$ cat config.mk
export PLATFORM = sky130hd
export DESIGN_NAME = fake_data_sequencer_flat
export DESIGN_NICKNAME = d
export VERILOG_FILES = /design/src/rtl/fake_data_sequencer_pkg.sv /design/src/rtl/fake_data_sequencer_if.sv /design/src/rtl/fake_data_sequencer_burst_counter.sv /design/src/rtl/fake_data_sequencer.sv /design/src/flat_wrapper.sv
export SDC_FILE = /design/constraint.sdc
export NUM_CORES = 1
export LEC_CHECK = 0
export CORE_MARGIN = 2
export CORE_UTILIZATION = 50
export DETAILED_ROUTE_END_ITERATION = 12
export DONT_BUFFER_PORTS = 1
export PLACE_DENSITY = 0.62
export SETUP_SLACK_MARGIN = 0.1
export SYNTH_ARGS = -nofsm -noshare
export SYNTH_HDL_FRONTEND = slang
export SYNTH_HIERARCHICAL = 1
export SYNTH_SLANG_ARGS = --single-unit
$ cat constraint.sdc
create_clock -name clock_i -period 7.75 [get_ports clock_i]
set_input_delay 1.1625 -clock clock_i [delete_from_list [all_inputs] [get_ports clock_i]]
set_output_delay 1.1625 -clock clock_i [all_outputs]
set_load 0.01 [all_outputs]
$ cat src/rtl/fake_data_sequencer_pkg.sv
// Shared definitions for the fake-telescope run sequencer.
// Generator mode codes and controller state encoding.
package fake_data_sequencer_pkg;

   localparam logic [1:0] MODE_CONST = 2'b00;
   localparam logic [1:0] MODE_MFSR  = 2'b01;
   localparam logic [1:0] MODE_COUNT = 2'b10;
   localparam logic [1:0] MODE_HOLD  = 2'b11;

   typedef enum logic [2:0] {
      S_IDLE  = 3'd0,
      S_SETUP = 3'd1,
      S_RUN   = 3'd2,
      S_DRAIN = 3'd3,
      S_DONE  = 3'd4
   } state_e;

endpackage

$ cat src/rtl/fake_data_sequencer_if.sv
// Command, generator-control and status bundle for the sequencer.
// master drives commands and generator valid; slave is the sequencer.
interface fake_data_sequencer_if #(
   parameter int CBITS = 16
);
   logic             start_i;
   logic [1:0]       mode_i;
   logic [CBITS-1:0] length_i;
   logic             abort_i;
   logic             valid_i;
   logic             gen_reset_o;
   logic             enable_o;
   logic             shift_o;
   logic             count_o;
   logic             busy_o;
   logic             done_o;
   logic             aborted_o;
   logic             error_o;
   logic [CBITS-1:0] received_o;

   modport master (
      output start_i, mode_i, length_i, abort_i, valid_i,
      input  gen_reset_o, enable_o, shift_o, count_o,
      input  busy_o, done_o, aborted_o, error_o, received_o
   );

   modport slave (
      input  start_i, mode_i, length_i, abort_i, valid_i,
      output gen_reset_o, enable_o, shift_o, count_o,
      output busy_o, done_o, aborted_o, error_o, received_o
   );
endinterface

$ cat src/rtl/fake_data_sequencer_burst_counter.sv
// Loadable down-counter with zero flag.
// Counts the enable cycles still to be issued in RUN.
module burst_counter #(
   parameter int CBITS = 16
) (
   input  logic             clock_i,
   input  logic             reset_ni,
   input  logic             load_i,
   input  logic             dec_i,
   input  logic [CBITS-1:0] value_i,
   output logic             zero_o
);
   logic [CBITS-1:0] cnt_q, cnt_d;

   // load wins over decrement; never wraps below zero
   always_comb begin
      cnt_d = cnt_q;
      if (load_i)
         cnt_d = value_i;
      else if (dec_i && cnt_q != '0)
         cnt_d = cnt_q - 1'b1;
   end

   // counter register
   always_ff @(posedge clock_i) begin
      if (!reset_ni) cnt_q <= '0;
      else           cnt_q <= cnt_d;
   end

   assign zero_o = (cnt_q == '0);
endmodule

$ cat src/rtl/fake_data_sequencer.sv
// Burst run-controller for the fake-data generator.
// Issues enables, counts returned samples, flags abort/timeout.
module fake_data_sequencer
   import fake_data_sequencer_pkg::*;
#(
   parameter int CBITS   = 16,
   parameter int LATENCY = 2,
   parameter int TBITS   = 4,
   parameter int TIMEOUT = 8
) (
   input logic                  clock_i,
   input logic                  reset_ni,
   fake_data_sequencer_if.slave bus
);
   state_e           state_q, state_d;
   logic [1:0]       mode_q, mode_d;
   logic [CBITS-1:0] length_q, length_d;
   logic [CBITS-1:0] recv_q, recv_d;
   logic             aborted_q, aborted_d;
   logic             error_q, error_d;
   logic [TBITS-1:0] tmo_q, tmo_d;
   logic [TBITS-1:0] idle_q, idle_d;
   logic             cnt_load, cnt_dec, cnt_zero;
   logic             active, shift_on, count_on;

   burst_counter #(.CBITS(CBITS)) u_issue (
      .clock_i (clock_i),
      .reset_ni(reset_ni),
      .load_i  (cnt_load),
      .dec_i   (cnt_dec),
      .value_i (length_q - 1'b1),
      .zero_o  (cnt_zero)
   );

   // next state, latched command, sample and drain counters
   always_comb begin
      state_d   = state_q;
      mode_d    = mode_q;
      length_d  = length_q;
      recv_d    = recv_q;
      aborted_d = aborted_q;
      error_d   = error_q;
      tmo_d     = '0;
      idle_d    = '0;
      cnt_load  = 1'b0;
      cnt_dec   = 1'b0;
      if (bus.valid_i && recv_q != '1 &&
          (state_q == S_RUN || state_q == S_DRAIN))
         recv_d = recv_q + 1'b1;
      unique case (state_q)
         S_IDLE: begin
            if (bus.start_i) begin
               mode_d    = bus.mode_i;
               length_d  = bus.length_i;
               recv_d    = '0;
               aborted_d = 1'b0;
               error_d   = 1'b0;
               state_d   = S_SETUP;
            end
         end
         S_SETUP: begin
            cnt_load = 1'b1;
            if (bus.abort_i) begin
               aborted_d = 1'b1;
               state_d   = S_DRAIN;
            end else if (length_q == '0) begin
               state_d = S_DONE;
            end else begin
               state_d = S_RUN;
            end
         end
         S_RUN: begin
            if (bus.abort_i) begin
               aborted_d = 1'b1;
               state_d   = S_DRAIN;
            end else if (cnt_zero) begin
               state_d = S_DRAIN;
            end else begin
               cnt_dec = 1'b1;
            end
         end
         S_DRAIN: begin
            tmo_d  = tmo_q + 1'b1;
            idle_d = bus.valid_i ? '0 : idle_q + 1'b1;
            if (recv_q == length_q) begin
               state_d = S_DONE;
            end else if (aborted_q &&
                         idle_d == TBITS'(LATENCY)) begin
               state_d = S_DONE;
            end else if (tmo_d == TBITS'(TIMEOUT)) begin
               error_d = 1'b1;
               state_d = S_DONE;
            end
         end
         S_DONE:  state_d = S_IDLE;
         default: state_d = S_IDLE;
      endcase
   end

   // state and status registers
   always_ff @(posedge clock_i) begin
      if (!reset_ni) begin
         state_q   <= S_IDLE;
         mode_q    <= MODE_CONST;
         length_q  <= '0;
         recv_q    <= '0;
         aborted_q <= 1'b0;
         error_q   <= 1'b0;
         tmo_q     <= '0;
         idle_q    <= '0;
      end else begin
         state_q   <= state_d;
         mode_q    <= mode_d;
         length_q  <= length_d;
         recv_q    <= recv_d;
         aborted_q <= aborted_d;
         error_q   <= error_d;
         tmo_q     <= tmo_d;
         idle_q    <= idle_d;
      end
   end

   assign active   = (state_q == S_SETUP) ||
                     (state_q == S_RUN) ||
                     (state_q == S_DRAIN);
   assign shift_on = (mode_q == MODE_MFSR) ||
                     (mode_q == MODE_HOLD);
   assign count_on = (mode_q == MODE_COUNT) ||
                     (mode_q == MODE_HOLD);

   assign bus.gen_reset_o = (state_q == S_SETUP);
   assign bus.enable_o    = (state_q == S_RUN);
   assign bus.shift_o     = active && shift_on;
   assign bus.count_o     = active && count_on;
   assign bus.busy_o      = (state_q != S_IDLE);
   assign bus.done_o      = (state_q == S_DONE);
   assign bus.aborted_o   = aborted_q;
   assign bus.error_o     = error_q;
   assign bus.received_o  = recv_q;
endmodule

$ cat src/flat_wrapper.sv
// flat-port wrapper written by rule: the top's interface ports become plain ports
module fake_data_sequencer_flat import fake_data_sequencer_pkg::*;
#(
   parameter int CBITS   = 16,
   parameter int LATENCY = 2,
   parameter int TBITS   = 4,
   parameter int TIMEOUT = 8
)
  (clock_i, reset_ni, bus_start_i, bus_mode_i, bus_length_i, bus_abort_i, bus_valid_i, bus_gen_reset_o, bus_enable_o, bus_shift_o, bus_count_o, bus_busy_o, bus_done_o, bus_aborted_o, bus_error_o, bus_received_o);
  fake_data_sequencer_if #(.CBITS(CBITS)) bus_i ();
  input logic clock_i;
  input logic reset_ni;
  input wire logic [$bits(bus_i.start_i)-1:0] bus_start_i;
  input wire logic [$bits(bus_i.mode_i)-1:0] bus_mode_i;
  input wire logic [$bits(bus_i.length_i)-1:0] bus_length_i;
  input wire logic [$bits(bus_i.abort_i)-1:0] bus_abort_i;
  input wire logic [$bits(bus_i.valid_i)-1:0] bus_valid_i;
  output wire logic [$bits(bus_i.gen_reset_o)-1:0] bus_gen_reset_o;
  output wire logic [$bits(bus_i.enable_o)-1:0] bus_enable_o;
  output wire logic [$bits(bus_i.shift_o)-1:0] bus_shift_o;
  output wire logic [$bits(bus_i.count_o)-1:0] bus_count_o;
  output wire logic [$bits(bus_i.busy_o)-1:0] bus_busy_o;
  output wire logic [$bits(bus_i.done_o)-1:0] bus_done_o;
  output wire logic [$bits(bus_i.aborted_o)-1:0] bus_aborted_o;
  output wire logic [$bits(bus_i.error_o)-1:0] bus_error_o;
  output wire logic [$bits(bus_i.received_o)-1:0] bus_received_o;
  assign bus_i.start_i = bus_start_i;
  assign bus_i.mode_i = bus_mode_i;
  assign bus_i.length_i = bus_length_i;
  assign bus_i.abort_i = bus_abort_i;
  assign bus_i.valid_i = bus_valid_i;
  assign bus_gen_reset_o = bus_i.gen_reset_o;
  assign bus_enable_o = bus_i.enable_o;
  assign bus_shift_o = bus_i.shift_o;
  assign bus_count_o = bus_i.count_o;
  assign bus_busy_o = bus_i.busy_o;
  assign bus_done_o = bus_i.done_o;
  assign bus_aborted_o = bus_i.aborted_o;
  assign bus_error_o = bus_i.error_o;
  assign bus_received_o = bus_i.received_o;
  fake_data_sequencer #(.CBITS(CBITS), .LATENCY(LATENCY), .TBITS(TBITS), .TIMEOUT(TIMEOUT)) u_core (.clock_i(clock_i), .reset_ni(reset_ni), .bus(bus_i));
endmodule
==> reports/results.txt <==
Setup-failing EPs final = 0
Post-Synthesis Cell Area = 3440 sq um
Critical Path Slowest Stage Cell = nor3b_1
Synth Instances = 415
Synth Area in Adders = 2.18%
largest family of logic cells by synthesized area = simple AND/OR/NAND/NOR gates
Clock transition at path regs = 70 ps
Hold Path Origin = u_core/mode_q[1]
Synth area leaders = dfxtp_1, xnor2_1, nand2_1
# resized after CTS = 0
Post-route DRC = 0
pin count of the biggest net entering global routing = 40
die height = 86.9 um
number of port buffers = 0
Multi-input gate area = 2060 sq um
Top FF cell, synth = dfxtp_1
max_cap viols = 0
worst reg2reg path depth = 9
Layout area overhead = 6.70%
DRT antenna net count = 0
Hold Path Cell Cnt = 2
clock root buffer = clkbuf_8
Post-Layout Cell Count = 494
share of layout cells above drive strength 1 = 5.80%
syn nets = 444
vias in the first global route = 2,626
Critical path buffers and inverters = 1
Final Skew = 5.04 ps
mux contribution to synthesized area = 0.873%
slew margin rel. = 45.3%
Hold Crit Class = register to register
CTS Sinks = 63
hold endpoint = u_core/mode_q[1]
Slew @ Worst Pin = 818 ps
Finished Cell Area = 3670 sq um
Area after DPL = 3460 sq um
fraction of the mapped netlist area in compound gates = 13.8%
XOR/XNOR Fraction of Synth Area = 14.0%
Syn. warnings = 6
IO Count = 47
Die X-Extent = 86.9 um
DR vias/cell = 5.63
Pwr Total = 0.000939 W
Vias = 2,781
fmax = 330 MHz
Arr. time, crit path = 3220 ps
final slew viol count = 0
Antenna Diode Count = 0
most numerous cell on the critical path = nor3b_1
Fin Setup TNS = 0 ps
WP data required = 7940 ps
First DRT Iteration DRCs = 109
Largest stage delay, worst path = 730 ps
Die Footprint = 7560 sq um
Pleak = 1.43 nW
placed cells = 479
Starting Density = 51.2%
register area = 1260 sq um
post-CTS setup buffer count = 0
grt total ovfl = 0
reg2reg setup slack = 4720 ps
Rows = 30
status = complete, no violations
worst-case clock buffer depth = 2
CTS tree = built
critical path startpoint category = register
HPWL after DPL = 5440 um
unrepaired setup endpoints after global routing = no
core area = 6720 sq um
Fillers = 639
ys async rst share = 0%
top-area cell type share of the netlist area = 36.7%
period utilization = 39.0%
Wirelength per Cell = 15.0 um
post-synthesis simple-gate area fraction = 29.0%
fin nets = 439
pwr dens = 256 nW/um^2
first-pass GRT wire length = 12,400 um
Final Hold Fails = 0
FF-to-FF Start = u_core/u_issue/cnt_q[0]
top cells by count, synth = dfxtp_1, nand2_1, nor2_1, xnor2_1, xor2_1
initial antenna violation count = 0
syn_area_per_cell = 8.29 sq um
Crit Path Class = register to register
worst vdd ir = 0.118 mV
crit path max fanout = 11
Worst-Skew Late Latency = 340 ps
sequential fraction of the synthesis area = 36.7%
First-pass DRT Iterations = 4
most instantiated library cell after synthesis = dfxtp_1
total global-route track usage = 21.0%
final core utilization = 54.6%
Critical Path, Cell by Cell = inv_1 -> ha_1 -> nor3b_1 -> and4bb_1 -> nor3b_1 -> nand3_1 -> nor4_1 -> xnor2_1 -> a21oi_1
Total Wirelength = 7420 um
total CTS buffers = 9
cell taking the most area after synthesis = dfxtp_1
top cell family by delay on the critical path = simple AND/OR/NAND/NOR gates
Routability Congestion = 0.855
H-tree depth = 3
post-synthesis register bit count = 63
hold buffers post-CTS = 0
EDFF count, synth = 0
fin crit period = 3030 ps
Yosys cell types = 53
RR Endpoint = u_core/u_issue/cnt_q[13]
crit path capture type = register
-- worst max path at each step --
stage | from | end | slack, ps | cells past startpoint
2_1_floorplan | bus_abort_i | u_core/u_issue/cnt_q[14] | 5130 | 6
3_3_place_gp | bus_start_i | u_core/bus.received_o[6] | 4670 | 5
3_5_place_dp | bus_start_i | u_core/bus.received_o[6] | 4630 | 5
4_1_cts | u_core/u_issue/cnt_q[0] | u_core/u_issue/cnt_q[13] | 4720 | 9
5_1_grt | u_core/u_issue/cnt_q[0] | u_core/u_issue/cnt_q[13] | 4440 | 9
6_report | u_core/u_issue/cnt_q[0] | u_core/u_issue/cnt_q[13] | 4720 | 9
-- flip-flops by register name, summed over array words and instances (netlist names) --
name                   count
u_core/bus.received_o     16
u_core/length_q           16
u_core/u_issue/cnt_q      16
u_core/idle_q              4
u_core/tmo_q               4
u_core/state_q             3
u_core/mode_q              2
u_core/bus.aborted_o       1
u_core/bus.error_o         1
-- tightest hold or removal path, stage by stage, from the launching register on --
cell	delay, ps
dfxtp_1	310
nand2_1	50
a21boi_0	60
-- logic make-up (layout without fill, tap and decap cells) --
family                     Yosys count  count (layout)
muxes                                3               3
DFF                                 63              63
xor gates and xnor gates            55              55
buffers and inverters               26              25
AOI/OAI and AO/OA                   76              76
adders and majority gates            6               6
and+or+nand+nor                    186             186
-- report_power, final --
| part | total (W) | internal, W | switching, W |
|---|---|---|---|
| sequential | 0.000402 | 0.000356 | 0.0000452 |
| clock | 0.000313 | 0.000187 | 0.000126 |
| combinational | 0.000224 | 0.0000989 | 0.000125 |
-- stage by stage --
stage	setup WS [ps]	hold WS, ps
after floorplan	5130	434
after global placement	4670	449
after detailed placement	4630	455
after CTS	4720	465
after global routing	4440	493
final	4720	464
-- routing by layer --
metal	global-route usage, %	part of all wire (%)	vias to the layer above
met5	0	0	-
met4	6.96	1.4	0
met3	6.35	4.6	10
met2	33.5	46	51
met1	27.0	48	1290
li1	-	-	1430
-- cells in the final DEF, fill, tap and decap left out, types with 12 or more instances in the layout --
master / count
nor2_1: 38
nor3_1: 12
xor2_1: 25
a21boi_0: 13
nand2_1: 61
o21ai_0: 18
dfxtp_1: 63
a21oi_1: 22
xnor2_1: 30
-- area by class of cell --
class | count | share of cell area (%)
inverters | 10 | 1.02
flip-flops and latches | 63 | 34.4
clock buffers | 11 | 3.85
clock inverters | 4 | 1.91
well taps | 80 | 2.73
multi-input cells | 326 | 56.1
Note: power is estimated with default switching activity, not from simulation.
